### config.mk
export PLATFORM = sky130hd
export DESIGN_NAME = pipe_rr_arbiter
export DESIGN_NICKNAME = d
export VERILOG_FILES = /design/src/rtl/pipe_rr_arbiter.sv
export SDC_FILE = /design/constraint.sdc
export NUM_CORES = 1
export LEC_CHECK = 0
export CELL_PAD_IN_SITES_DETAIL_PLACEMENT = 0
export CELL_PAD_IN_SITES_GLOBAL_PLACEMENT = 1
export CORE_MARGIN = 2
export CORE_UTILIZATION = 27
export CTS_CLUSTER_SIZE = 28
export DETAILED_ROUTE_END_ITERATION = 7
export GPL_ROUTABILITY_DRIVEN = 0
export GPL_TIMING_DRIVEN = 1
export MAX_ROUTING_LAYER = met4
export PLACE_DENSITY = 0.92
export SYNTH_ARGS = -nofsm -noshare
export SYNTH_HDL_FRONTEND = slang
export SYNTH_SLANG_ARGS = --single-unit
### constraint.sdc
create_clock -name i_clk -period 4.4 [get_ports i_clk]
set_input_delay 0.66 -clock i_clk [delete_from_list [all_inputs] [get_ports i_clk]]
set_output_delay 0.66 -clock i_clk [all_outputs]
set_load 0.01 [all_outputs]
### src/rtl/pipe_rr_arbiter.sv
// Round-robin arbiter that shares one registered valid/stall pipeline stage among NUM_REQ requesters.
// Optional burst locking is enabled by defining PIPE_RR_ARBITER_BURST_EN.
module pipe_rr_arbiter #(
  parameter int unsigned NUM_REQ = 4,
  parameter int unsigned DATA_W  = 16,
  parameter int unsigned ID_W    = 2
) (
  input  logic                      i_clk,
  input  logic                      i_rst_n,
  input  logic                      i_flush,
  input  logic [NUM_REQ-1:0]        i_req_valid,
  input  logic [NUM_REQ*DATA_W-1:0] i_req_data,
  input  logic [NUM_REQ-1:0]        i_req_last,
  output logic [NUM_REQ-1:0]        o_req_stall,
  input  logic                      i_stall,
  output logic [DATA_W-1:0]         o_data,
  output logic                      o_valid,
  output logic [ID_W-1:0]           o_grant_id
);

  logic [DATA_W-1:0] data_q;
  logic              valid_q;
  logic [ID_W-1:0]   grant_q;
  logic [ID_W-1:0]   ptr_q;

  logic              ld;
  logic              rr_any;
  logic [ID_W-1:0]   rr_win;
  int unsigned       rr_idx;
  logic              sel_any;
  logic [ID_W-1:0]   sel_win;
  logic              cap;

  assign ld = (!valid_q || !i_stall) && !i_flush;

  // Search starts one past the last winner and wraps modulo NUM_REQ.
  always_comb begin
    rr_any = 1'b0;
    rr_win = '0;
    rr_idx = 0;
    for (int unsigned off = 1; off <= NUM_REQ; off++) begin
      rr_idx = (32'(ptr_q) + off) % NUM_REQ;
      if (!rr_any && i_req_valid[rr_idx]) begin
        rr_any = 1'b1;
        rr_win = rr_idx[ID_W-1:0];
      end
    end
  end

`ifdef PIPE_RR_ARBITER_BURST_EN
  typedef enum logic [0:0] {StIdle, StLocked} state_e;

  state_e          state_q, state_d;
  logic [ID_W-1:0] owner_q, owner_d;

  always_comb begin
    state_d = state_q;
    owner_d = owner_q;
    sel_any = rr_any;
    sel_win = rr_win;
    if (state_q == StLocked) begin
      sel_win = owner_q;
      sel_any = i_req_valid[owner_q];
    end
    cap = ld && sel_any;
    if (i_flush) begin
      state_d = StIdle;
    end else if (cap) begin
      if (state_q == StIdle && !i_req_last[sel_win]) begin
        state_d = StLocked;
        owner_d = sel_win;
      end else if (state_q == StLocked && i_req_last[sel_win]) begin
        state_d = StIdle;
      end
    end
  end

  always_ff @(posedge i_clk or negedge i_rst_n) begin
    if (!i_rst_n) begin
      state_q <= StIdle;
      owner_q <= '0;
    end else begin
      state_q <= state_d;
      owner_q <= owner_d;
    end
  end
`else
  logic unused_last;

  assign unused_last = ^i_req_last;
  assign sel_any     = rr_any;
  assign sel_win     = rr_win;
  assign cap         = ld && rr_any;
`endif

  always_comb begin
    o_req_stall = '1;
    for (int unsigned k = 0; k < NUM_REQ; k++) begin
      if (cap && sel_win == ID_W'(k)) o_req_stall[k] = 1'b0;
    end
  end

  // Flush without a load drops the beat; a plain stall holds everything.
  always_ff @(posedge i_clk or negedge i_rst_n) begin
    if (!i_rst_n) begin
      valid_q <= 1'b0;
      data_q  <= '0;
      grant_q <= '0;
      ptr_q   <= ID_W'(NUM_REQ - 1);
    end else if (cap) begin
      valid_q <= 1'b1;
      data_q  <= i_req_data[DATA_W * 32'(sel_win) +: DATA_W];
      grant_q <= sel_win;
      ptr_q   <= sel_win;
    end else if (ld || i_flush) begin
      valid_q <= 1'b0;
    end
  end

  assign o_data     = data_q;
  assign o_valid    = valid_q;
  assign o_grant_id = grant_q;

endmodule

# Word-level counts from Yosys, hierarchy flattened

Index checks and enable logic that the tools add are counted.

Bits in registers: 21
Latch bits: 0
Bits in writable memories: 0
Memory bits (read-only): 0
Output and inout bits: 23
Word-level logic and storage cells: 57
Memories kept: 0

$add $sub $neg: 4
Multiply operators: 0
Div/mod/pow operators: 0
Order comparisons: 4
Eq/ne operators: 3
Shifts and indexed selects: 1
Multiplexer cells: 22
Bitwise gates (word level): 0
Reductions and logical operators: 19

Operators by type and width:

| operator                                                   | number |
|---|---|
| indexed part select 64 x 7 -> 16 bit                       | 1 |
| 2-to-1 mux 1 bit                                           | 14 |
| less-than comparator 2 x 3 -> 1 bit, second input constant | 4 |
| logical AND 1 bit                                          | 9 |
| binary-select mux 1 bit (select 2 bit)                     | 4 |
| 2-to-1 mux 2 bit                                           | 4 |
| logical NOT 1 bit                                          | 6 |
| adder 2 x 1 -> 2 bit, second input constant                | 2 |
| adder 2 bit, second input constant                         | 2 |
| == test 2 bit, second input constant                       | 2 |
| == test 2 x 1 -> 1 bit, second input constant              | 1 |
| logical NOT 2 bit                                          | 1 |
| logical OR 1 bit                                           | 2 |
| nonzero test 2 bit                                         | 1 |

# Logic depth before layout (Yosys ltp)

Gate-level depths: netlist of the first run.

Depth after elaboration: 16
Depth in mapped cells: 8

# Worst setup path after synthesis of the first run

No wires, ideal clock.

Kind: input port to output port
From: in i_req_valid[3]
To: out o_req_stall[2]
Arrival time: 1769 ps
Data required time: 3740 ps
Slack: 1971 ps
Cell stages on the path: 5
Path buffers: 1
Path through: nor2b_1 o21ai_1 buf_2 nand3_1 or2_1

Word-level cells in the longest chain between the ends: 15

Ends and longest elaborated chain:

| element                                                     | RTL line | text |
|---|---|---|
| start: declaration                                          | 11       | `input logic [NUM_REQ-1:0] i_req_valid,` |
| binary-select mux 1 bit (select 2 bit)                      | 43       | `if (!rr_any && i_req_valid[rr_idx]) begin` |
| 2-to-1 mux 1 bit (not written as such)                      | 43       |  |
| 2-to-1 mux 1 bit                                            | 43       |  |
| logical NOT 1 bit                                           | 43       |  |
| logical AND 1 bit                                           | 43       |  |
| 2-to-1 mux 1 bit                                            | 43       |  |
| logical NOT 1 bit                                           | 43       |  |
| logical AND 1 bit                                           | 43       |  |
| 2-to-1 mux 1 bit                                            | 43       |  |
| logical NOT 1 bit                                           | 43       |  |
| logical AND 1 bit                                           | 43       |  |
| 2-to-1 mux 2 bit / 2-to-1 mux 1 bit (equally long branches) | 43       |  |
| == test 2 bit / logical AND 1 bit (equally long branches)   | 99, 93   |  |
| logical AND 1 bit *                                         | 99       | `if (cap && sel_win == ID_W'(k)) o_req_stall[k] = 1'b0;` |
| 2-to-1 mux 1 bit *                                          | 99       |  |
| end: declaration                                            | 14       | `output logic [NUM_REQ-1:0] o_req_stall,` |

Mark *: on every way between the ends. The rest lies on a longest branch, timed or not. The select of a mux whose other input is x is not followed.

# Worst setup path after layout of the first run

Ends and elaborated chain as after synthesis.

==> flow_metrics.py, run 1 <==
metrics = {
    "power": {
        "switching_share_pct": 35.18,
        "p_leak_uw": 0.001043,
        "power_frac_clock_pct": 14.9,
        "ir_worst_vdd_uv": 152.5,
        "power_density_nw_per_um2": 342.7,
        "intPower_uw": 578.1,
        "p_seq_share_pct": 32.5,
        "pwr-share-comb_pct": 52.6,
        "switching_power_uw": 313.8,
    },
    "floorplanning": {
        "io_pins": 99,
        "die-area_sq_um": 6354,
        "core-area_sq_um": 5507,
        "die_y_um": 79.71,
        "fp.dieW_um": 79.71,
        "start_util_pct": 28.11,
        "rows": 27,
    },
    "logic_synthesis": {
        "avgSynthCellArea_sq_um": 9.213,
        "synth_seq_area_share_pct": 34.11,
        "syn_inst": 168,
        "yosys-top-cells-count": "23 x nand2_1, 19 x dfrtp_1",
        "ys_ff_latch": 21,
        "syn_nets": 244,
        "synthArstFlopShare_pct": 100.0,
        "synth_cell_types": 32,
        "synth_most_common_cell": "nand2_1",
        "ys_warn_count": 0,
        "yosys.area.top_type": "dfrtp_1",
        "synth_edf_count": 0,
        "synthesis.area_sq_um": 1548,
        "synth_flop_cell": "dfrtp_1",
        "synth_area_leaders": "dfrtp_1 31%, mux2i_1 10%, o211ai_1 7.8%, o31ai_1 7.8%, nand4_1 6.5%",
        "synth_top_cell_area_share_pct": 30.72,
    },
    "timing": {
        "worst_slack_ps": 983.0,
        "setup-violations-final": 0,
        "finalCritPeriodShare_pct": 77.66,
        "hold_ws_ps": 485.8,
        "tns_ps": 0,
        "min_period_ps": 3417,
        "fmax_ghz": 0.2927,
        "slew_headroom_pct": 30.32,
        "final-hold-violation-count": 0,
        "rsz0062_at_grt": "no",
        "drv_slew": 0,
        "worst_clock_skew_ps": 0.4865,
        "tightest_slew_ps": 1042,
    },
    "clocking": {
        "clkLatencyLatePin_ps": 260,
        "htree_levels": 1,
        "cts_inserted_buffers": 3,
        "post_cts_buffers": 0,
        "root_buffer": "clkbuf_8",
        "tritoncts": "yes",
        "cts_buffer_depth": 2,
        "ctsResizeCount": 0,
        "clk_pin_slew_ps": 80,
        "cts_hold_buf": 0,
        "cts_sinks": 21,
    },
    "route": {
        "vias_per_cell": 5.191,
        "drt-total-wl_um": 5466,
        "first_pass_iters": 4,
        "drt_iter0_drc": 36,
        "drt-wirelength-per-cell_um": 16.56,
        "vias": 1713,
        "drc": 0,
        "drt.antenna.violating_nets": 0,
    },
    "grt": {
        "grt_max_degree": 22,
        "grt_pass1_vias": 1831,
        "antenna_found_initial": 0,
        "grt_pass1_wl_um": 8611,
        "grt-ovfl-total": 0,
        "grt_usage_pct": 17.99,
    },
    "min_path": {
        "holdCritStartpoint": "o_grant_id[1]$_DFFE_PN0N_",
        "hold-path-cell-count": 2,
        "hold_end": "o_grant_id[1]$_DFFE_PN0N_",
        "min_path_type": "reg2reg",
    },
    "flow_run": {
        "cap_violations": 0,
    },
    "worst_setup_path": {
        "critPathMaxFanout": 6,
        "crit_type": "in2out",
        "r2r-start": "ptr_q[0]$_DFFE_PN1N_",
        "cpPeakStageDelay_ps": 560,
        "cp_common_cell": "clkdlybuf4s50_1",
        "rrSetupSlack_ps": 2370,
        "critPathSlowestCell": "clkdlybuf4s50_1",
        "arrival_ps": 2760,
        "reg2reg_depth": 7,
        "r2r_end": "o_data[8]$_DFFE_PN0N_",
        "crit_chain": "clkdlybuf4s50_1 -> nor4_1 -> nor3b_1 -> nand3_1 -> or2_1 -> clkdlybuf4s50_1",
        "startpoint_type": "input pin",
        "critPathRequiredTime_ps": 3740,
        "cp-end-kind": "output port",
    },
    "placed_design": {
        "dp_cells": 326,
        "portBuffers": 94,
        "dpl-instance-area_sq_um": 2556,
        "dp.final_hpwl_um": 3810,
        "dp_slack_ps": 943.8,
    },
    "finish": {
        "multi_input_area_sq_um": 937.1,
        "antenna_cells": 0,
        "nFillCells": 542,
        "final_cells": 330,
        "drive_gt1_share_pct": 10.08,
        "design_area_sq_um": 2603,
        "area.sequential_sq_um": 528.0,
        "area_growth_pct": 68.15,
        "nNetsFinal": 335,
    },
    "run_status": {
        "outcome": "completed",
    },
}
## routing by layer
layer / track usage, % / share of wire, % / vias to the layer above
met1: 20.20 / 43 / 802
met3: 4.977 / 8.3 / 2
met5: - / 0 / -
met4: 2.586 / 0.42 / 0
met2: 32.52 / 48 / 89
li1: - / - / 820
## stage by stage
step	util (%)	total power, uW
6_report	47.26	891.9
5_1_grt	47.26	951.7
4_1_cts	47.26	902.1
3_5_place_dp	46.42	765.7
3_3_place_gp	46.42	752.3
2_1_floorplan	-	528.9
## cell families after synthesis
logic type	count (synthesis)	share of synthesized area [%]
and+or+nand+nor	55	18.35
DFF	21	34.12
buffers and inverters	16	5.739
muxes	16	10.35
AOI/OAI and AO/OA	60	31.45
## cells in the final DEF, fill, tap and decap left out, types with 8 or more instances in the layout
cell	instances
o211ai_1	16
clkdlybuf4s50_1	94
nand2_1	23
buf_4	8
dfrtp_1	19
a21bo_2	8
a21bo_1	8
nand4_1	16
o31ai_1	16
mux2i_1	16
## registers in the layout (all words and copies together) (netlist names)
register    count
o_data         16
o_grant_id      2
ptr_q           2
o_valid         1
## worst max-delay path: cells and delay by family
family / cells / cell delay [ps]
buffers and inverters: 2 / 1030
AND/OR/NAND/NOR: 4 / 1060
## layout make-up
class	count	share of cell area (%)
sequential	21	20.29
clock buffer	3	1.587
clock inverter	1	0.1923
tap	72	3.462
multi-input combinational	131	36.01
timing repair buffer	102	38.46
## power groups by stage
stage	combinational (uW)	sequential [uW]	clock (uW)
detailed placement	474	291	0
floorplan	218	311	0
global route	509	297	145
finish	469	290	133
global placement	462	290	0
CTS	476	290	137
## how the worst max path moves through the flow
stage | cells past startpoint | start | slack, ps | end
floorplan | 5 | i_req_valid[3] | 1970 | o_req_stall[2]
global placement | 6 | i_req_valid[1] | 970 | o_req_stall[2]
detailed placement | 6 | i_req_valid[3] | 940 | o_req_stall[2]
CTS | 6 | i_req_valid[3] | 950 | o_req_stall[2]
global route | 6 | i_req_valid[1] | 780 | o_req_stall[2]
finish | 6 | i_req_valid[3] | 980 | o_req_stall[2]
Note: power is estimated with default switching activity, not from simulation.
==> inputs of run 2 (changes only) <==
Settings changed: CORE_UTILIZATION 27 to 25, PLACE_DENSITY 0.92 to 0.86.
Clock period 4.4 ns to 3.4 ns, I/O delays scaled along.
==> run 2 against run 1 <==
  * Utilization shrank 3.3 points
  * Clock skew increased by 1.3 ps
  * Global-route usage fell by 0.89 points
==> flow_metrics.py, run 2 (same netlist as run 1, synthesis figures left out) <==
metrics = {
    "run_status": {
        "outcome": "completed",
    },
    "power": {
        "switching_power_uw": 403.1,
        "intPower_uw": 752.2,
        "pwr-share-comb_pct": 53.0,
        "power_frac_clock_pct": 14.7,
        "p_leak_uw": 0.001050,
        "ir_worst_vdd_uv": 186.9,
        "power_density_nw_per_um2": 440.9,
        "p_seq_share_pct": 32.2,
        "switching_share_pct": 34.89,
    },
    "route": {
        "drt-wirelength-per-cell_um": 16.72,
        "vias": 1685,
        "drc": 0,
        "drt.antenna.violating_nets": 0,
        "drt-total-wl_um": 5600,
        "vias_per_cell": 5.030,
        "drt_iter0_drc": 36,
        "first_pass_iters": 4,
    },
    "timing": {
        "setup-violations-final": 0,
        "min_period_ps": 3166,
        "slew_headroom_pct": 29.37,
        "final-hold-violation-count": 0,
        "tightest_slew_ps": 1056,
        "tns_ps": 0,
        "worst_clock_skew_ps": 1.792,
        "finalCritPeriodShare_pct": 93.10,
        "fmax_ghz": 0.3159,
        "drv_slew": 0,
        "rsz0062_at_grt": "no",
    },
    "worst_setup_path": {
        "r2r-start": "ptr_q[0]$_DFFE_PN1N_",
        "cp_num_buf_inv": 2,
        "critPathMaxFanout": 6,
        "crit_type": "in2out",
        "crit_chain": "clkdlybuf4s50_1 -> nor4_1 -> nor3b_1 -> nand3_1 -> or2_1 -> clkdlybuf4s50_1",
        "arrival_ps": 2660,
        "path_depth": 6,
        "critPathRequiredTime_ps": 2890,
        "critPathSlowestCell": "clkdlybuf4s50_1",
        "cpPeakStageDelay_ps": 560,
        "reg2reg_depth": 6,
        "cp_common_cell": "clkdlybuf4s50_1",
        "rrSetupSlack_ps": 1520,
        "cp-end-kind": "output port",
        "critPathTopFamily": "simple AND/OR/NAND/NOR gates",
        "r2r_end": "o_data[0]$_DFFE_PN0N_",
        "startpoint_type": "input pin",
    },
    "clocking": {
        "htree_levels": 1,
        "post_cts_buffers": 0,
        "cts_buffer_depth": 2,
        "tritoncts": "yes",
        "clkLatencyLatePin_ps": 260,
        "root_buffer": "clkbuf_8",
        "clk_pin_slew_ps": 80,
        "cts_inserted_buffers": 3,
        "ctsResizeCount": 0,
        "cts_hold_buf": 0,
        "cts_sinks": 21,
    },
    "grt": {
        "grt_pass1_wl_um": 8459,
        "grt-ovfl-total": 0,
        "grt_pass1_vias": 1742,
        "grt_usage_pct": 17.11,
        "antenna_found_initial": 0,
        "grt_max_degree": 22,
    },
    "finish": {
        "layout_common_cells": "94 x clkdlybuf4s50_1, 23 x nand2_1, 19 x dfrtp_1",
        "nFillCells": 625,
        "largest_reg_flops": 16,
        "area_growth_pct": 69.28,
        "final_common_cell": "clkdlybuf4s50_1",
        "final_util_pct": 43.99,
        "antenna_cells": 0,
        "nNetsFinal": 337,
        "drive_gt1_share_pct": 10.38,
    },
    "min_path": {
        "min_path_type": "reg2reg",
        "hold_end": "o_grant_id[1]$_DFFE_PN0N_",
        "holdCritStartpoint": "o_grant_id[1]$_DFFE_PN0N_",
        "hold-path-cell-count": 2,
    },
    "floorplanning": {
        "rows": 28,
        "fp.dieW_um": 82.68,
        "io_pins": 99,
        "die_y_um": 82.68,
        "core-area_sq_um": 5956,
        "die-area_sq_um": 6836,
        "start_util_pct": 25.99,
    },
    "placed_design": {
        "dp.final_hpwl_um": 3989,
        "portBuffers": 94,
    },
    "flow_run": {
        "cap_violations": 0,
    },
}
## run 2: cell types whose count changed in the layout (fill, tap and decap cells not counted), sizes merged
cell / change
buf: +2
clkbuf: +1
clkinv: -1
## run 2: worst reg2reg max path, stage by stage (launching register included)
cell	delay, ps
dfstp_2	550
nor2b_1	60
o21a_1	230
nor3_4	190
buf_4	350
mux2i_1	280
o211ai_1	100
## run 2: worst max-delay path by stage
stage	start	end	slack, ps
finish	i_req_valid[3]	o_req_stall[2]	230
global route	i_req_valid[1]	o_req_stall[2]	70
CTS	i_req_valid[3]	o_req_stall[2]	240
detailed placement	i_req_valid[3]	o_req_stall[2]	230
global placement	i_req_valid[3]	o_req_stall[2]	250
floorplan	ptr_q[1]$_DFFE_PN1N_	o_req_stall[3]	1240
## run 2: per-layer routing
| metal | wire length [um] | global-route usage, % | share of wire (%) |
|---|---|---|---|
| met1 | 2465 | 21.21 | 44 |
| met2 | 2679 | 29.35 | 48 |
| met3 | 431 | 2.609 | 7.7 |
| met4 | 23 | 3.934 | 0.41 |
| met5 | 0 | - | 0 |
## run 2: layout make-up
class	instances	area [sq um]	share of cell area, %
Clock buffer	4	45.04	1.719
Multi-Input combinational cell	131	937.1	35.77
Tap cell	75	93.84	3.582
Timing Repair Buffer	104	1016	38.78
Sequential cell	21	528.0	20.15
## run 2: through the flow
stage,power [uW],cells,hold WS [ps],area (sq um),worst slack (ps)
final,1155,335,489.0,2620,234.5
after global placement,985.6,331,460.2,2575,254.2
after detailed placement,996.0,331,478.4,2575,232.8
after CTS,1173,335,499.7,2620,240.7
after floorplan,684.5,168,214.4,1548,1244
after global routing,1242,335,539.2,2620,70.65
## run 2: power by group through the flow
| stage | Combinational [uW] | Clock [uW] | Sequential (uW) |
|---|---|---|---|
| finish | 612 | 170 | 373 |
| floorplan | 282 | 0 | 403 |
| global route | 672 | 189 | 381 |
| global placement | 610 | 0 | 376 |
| CTS | 622 | 178 | 373 |
| detailed placement | 621 | 0 | 375 |
==> inputs of run 3 (changes only) <==
Clock period 3.4 ns to 3.09 ns, I/O delays scaled along.
==> run 3 against run 2 <==
  * Sequential power up 10%
  * Global-route usage up 0.49 points
  * First-iteration DRC count rose by 11%
  * Cell count up 0.60%
  * Clock power increased by 9%
  * Utilization is 0.46 points higher
  * Critical path depth up 1
  * Sequential share of layout area shrank 0.21 points
  * Via count is 0.59% higher
  * Critical endpoint is now o_req_stall[0]
  * Highest routed layer unchanged
==> flow_metrics.py, run 3 (same netlist as run 1, synthesis figures left out) <==
metrics = {
    "power": {
        "switching_power_uw": 449.5,
        "power_frac_clock_pct": 14.6,
        "p_seq_share_pct": 32.2,
        "p_leak_uw": 0.001066,
        "power_density_nw_per_um2": 482.4,
        "intPower_uw": 827.8,
        "pwr-share-comb_pct": 53.2,
        "ir_worst_vdd_uv": 187.7,
        "switching_share_pct": 35.19,
    },
    "route": {
        "vias_per_cell": 5.030,
        "drt_iter0_drc": 40,
        "drt-total-wl_um": 5666,
        "first_pass_iters": 4,
        "drt.antenna.violating_nets": 0,
        "drc": 0,
        "drt-wirelength-per-cell_um": 16.81,
        "vias": 1695,
    },
    "finish": {
        "largest_reg_flops": 16,
        "nFillCells": 619,
        "nNetsFinal": 339,
        "area_growth_pct": 71.06,
        "antenna_cells": 0,
        "drive_gt1_share_pct": 12.21,
        "final_common_cell": "clkdlybuf4s50_1",
        "design_area_sq_um": 2648,
        "layout_common_cells": "94 x clkdlybuf4s50_1, 23 x nand2_1, 19 x dfrtp_1",
    },
    "worst_setup_path": {
        "cp-end-kind": "output port",
        "cp_num_buf_inv": 3,
        "cpPeakStageDelay_ps": 510,
        "cp_common_cell": "clkdlybuf4s50_1",
        "critPathSlowestCell": "clkdlybuf4s50_1",
        "crit_chain": "clkdlybuf4s50_1 -> buf_4 -> nor2b_1 -> or2_2 -> a21oi_4 -> nand2_1 -> clkdlybuf4s50_1",
        "critPathMaxFanout": 7,
        "startpoint_type": "input pin",
        "critPathTopFamily": "buffers and inverters",
        "critPathRequiredTime_ps": 2630,
        "arrival_ps": 2350,
        "crit_type": "in2out",
    },
    "clocking": {
        "cts_hold_buf": 0,
        "tritoncts": "yes",
        "cts_inserted_buffers": 3,
        "root_buffer": "clkbuf_8",
        "post_cts_buffers": 0,
        "cts_buffer_depth": 2,
        "clk_pin_slew_ps": 90,
        "clkLatencyLatePin_ps": 260,
        "cts_sinks": 21,
        "htree_levels": 1,
    },
    "grt": {
        "antenna_found_initial": 0,
        "grt_usage_pct": 17.59,
        "grt_max_degree": 22,
        "grt_pass1_vias": 1830,
        "grt_pass1_wl_um": 8694,
        "grt-ovfl-total": 0,
    },
    "timing": {
        "tns_ps": 0,
        "final-hold-violation-count": 0,
        "hold_ws_ps": 478.5,
        "finalCritPeriodShare_pct": 91.18,
        "drv_slew": 0,
        "rsz0062_at_grt": "no",
        "tightest_slew_ps": 1060,
        "slew_headroom_pct": 29.12,
        "setup-violations-final": 0,
        "min_period_ps": 2817,
        "fmax_ghz": 0.3549,
        "worst_clock_skew_ps": 6.105,
    },
    "min_path": {
        "min_path_type": "reg2reg",
    },
    "floorplanning": {
        "io_pins": 99,
        "die-area_sq_um": 6836,
        "fp.dieW_um": 82.68,
        "die_y_um": 82.68,
        "core-area_sq_um": 5956,
        "start_util_pct": 25.99,
        "rows": 28,
    },
    "placed_design": {
        "portBuffers": 94,
        "dpl-instance-area_sq_um": 2590,
        "dp.final_hpwl_um": 3997,
    },
    "run_status": {
        "outcome": "completed",
    },
    "flow_run": {
        "cap_violations": 0,
    },
}
[run 3: cell types whose count changed in the layout (fill, tap and decap cells not counted)]
| cell | change |
|---|---|
| nor4_2 | +1 |
| buf_4 | +2 |
| nor4_1 | -1 |
| clkinv_2 | +1 |
| clkbuf_1 | -1 |
| nor3b_2 | +1 |
| nor3b_1 | -1 |
[run 3: what timing repair did]
| item | 4_1_cts | 5_1_grt |
|---|---|---|
| hold endpoints to repair | 0 | 0 |
| resized for setup | 0 | 2 |
| endpoints found under the setup margin | 0 | 2 |
[run 3: through the flow]
stage | setup WS [ps] | total power [uW] | std cells | utilization [%]
detailed placement | 95.66 | 1098 | 333 | 43.49
global route | 158.7 | 1380 | 337 | 44.45
finish | 272.7 | 1277 | 337 | 44.45
global placement | 91.45 | 1086 | 333 | 43.49
CTS | 92.36 | 1298 | 337 | 44.26
floorplan | 980.4 | 753.2 | 168 | -
[run 3: layer usage]
metal	vias to the layer above	routed length, um	global-route usage, %
li1	831	-	-
met1	777	2482	20.74
met2	85	2584	30.08
met3	2	575	4.022
met4	0	23	4.918
met5	-	0	-
[run 3: power by group through the flow]
stage | combinational, uW | clock, uW | sequential, uW
2_1_floorplan | 310 | 0 | 443
3_3_place_gp | 672 | 0 | 414
3_5_place_dp | 684 | 0 | 414
4_1_cts | 686 | 200 | 412
5_1_grt | 745 | 213 | 421
6_report | 679 | 186 | 412
[run 3: cell type report]
| cell class | count | area, sq um | area share [%] |
|---|---|---|---|
| clock buffer | 3 | 41.29 | 1.560 |
| clock inverter | 1 | 5.005 | 0.1890 |
| multi-input combinational | 131 | 948.4 | 35.82 |
| sequential | 21 | 528.0 | 19.94 |
| tap | 75 | 93.84 | 3.544 |
| timing repair buffer | 106 | 1031 | 38.94 |
[run 3: worst reg2reg max path: stages, from the launching register on]
cell and delay [ps]:
dfstp_2 600, o21ai_0 100, or2_2 310, a21oi_4 230, buf_4 230, a21bo_2 230, o211ai_1 90
[run 3: final timing paths]
path                            cells past startpoint  slack (ps)                      start                         to
worst max-delay path                                7         270             i_req_valid[3]             o_req_stall[0]
worst min-delay path                                2         480  o_grant_id[1]$_DFFE_PN0N_  o_grant_id[1]$_DFFE_PN0N_
worst max register to register                      6        1230       ptr_q[1]$_DFFE_PN1N_     o_data[10]$_DFFE_PN0N_
worst min register to register                      2         480  o_grant_id[1]$_DFFE_PN0N_  o_grant_id[1]$_DFFE_PN0N_
max in group asynchronous                           1        1680                    i_rst_n     o_data[11]$_DFFE_PN0N_
min in group asynchronous                           1         770                    i_rst_n      o_data[1]$_DFFE_PN0N_
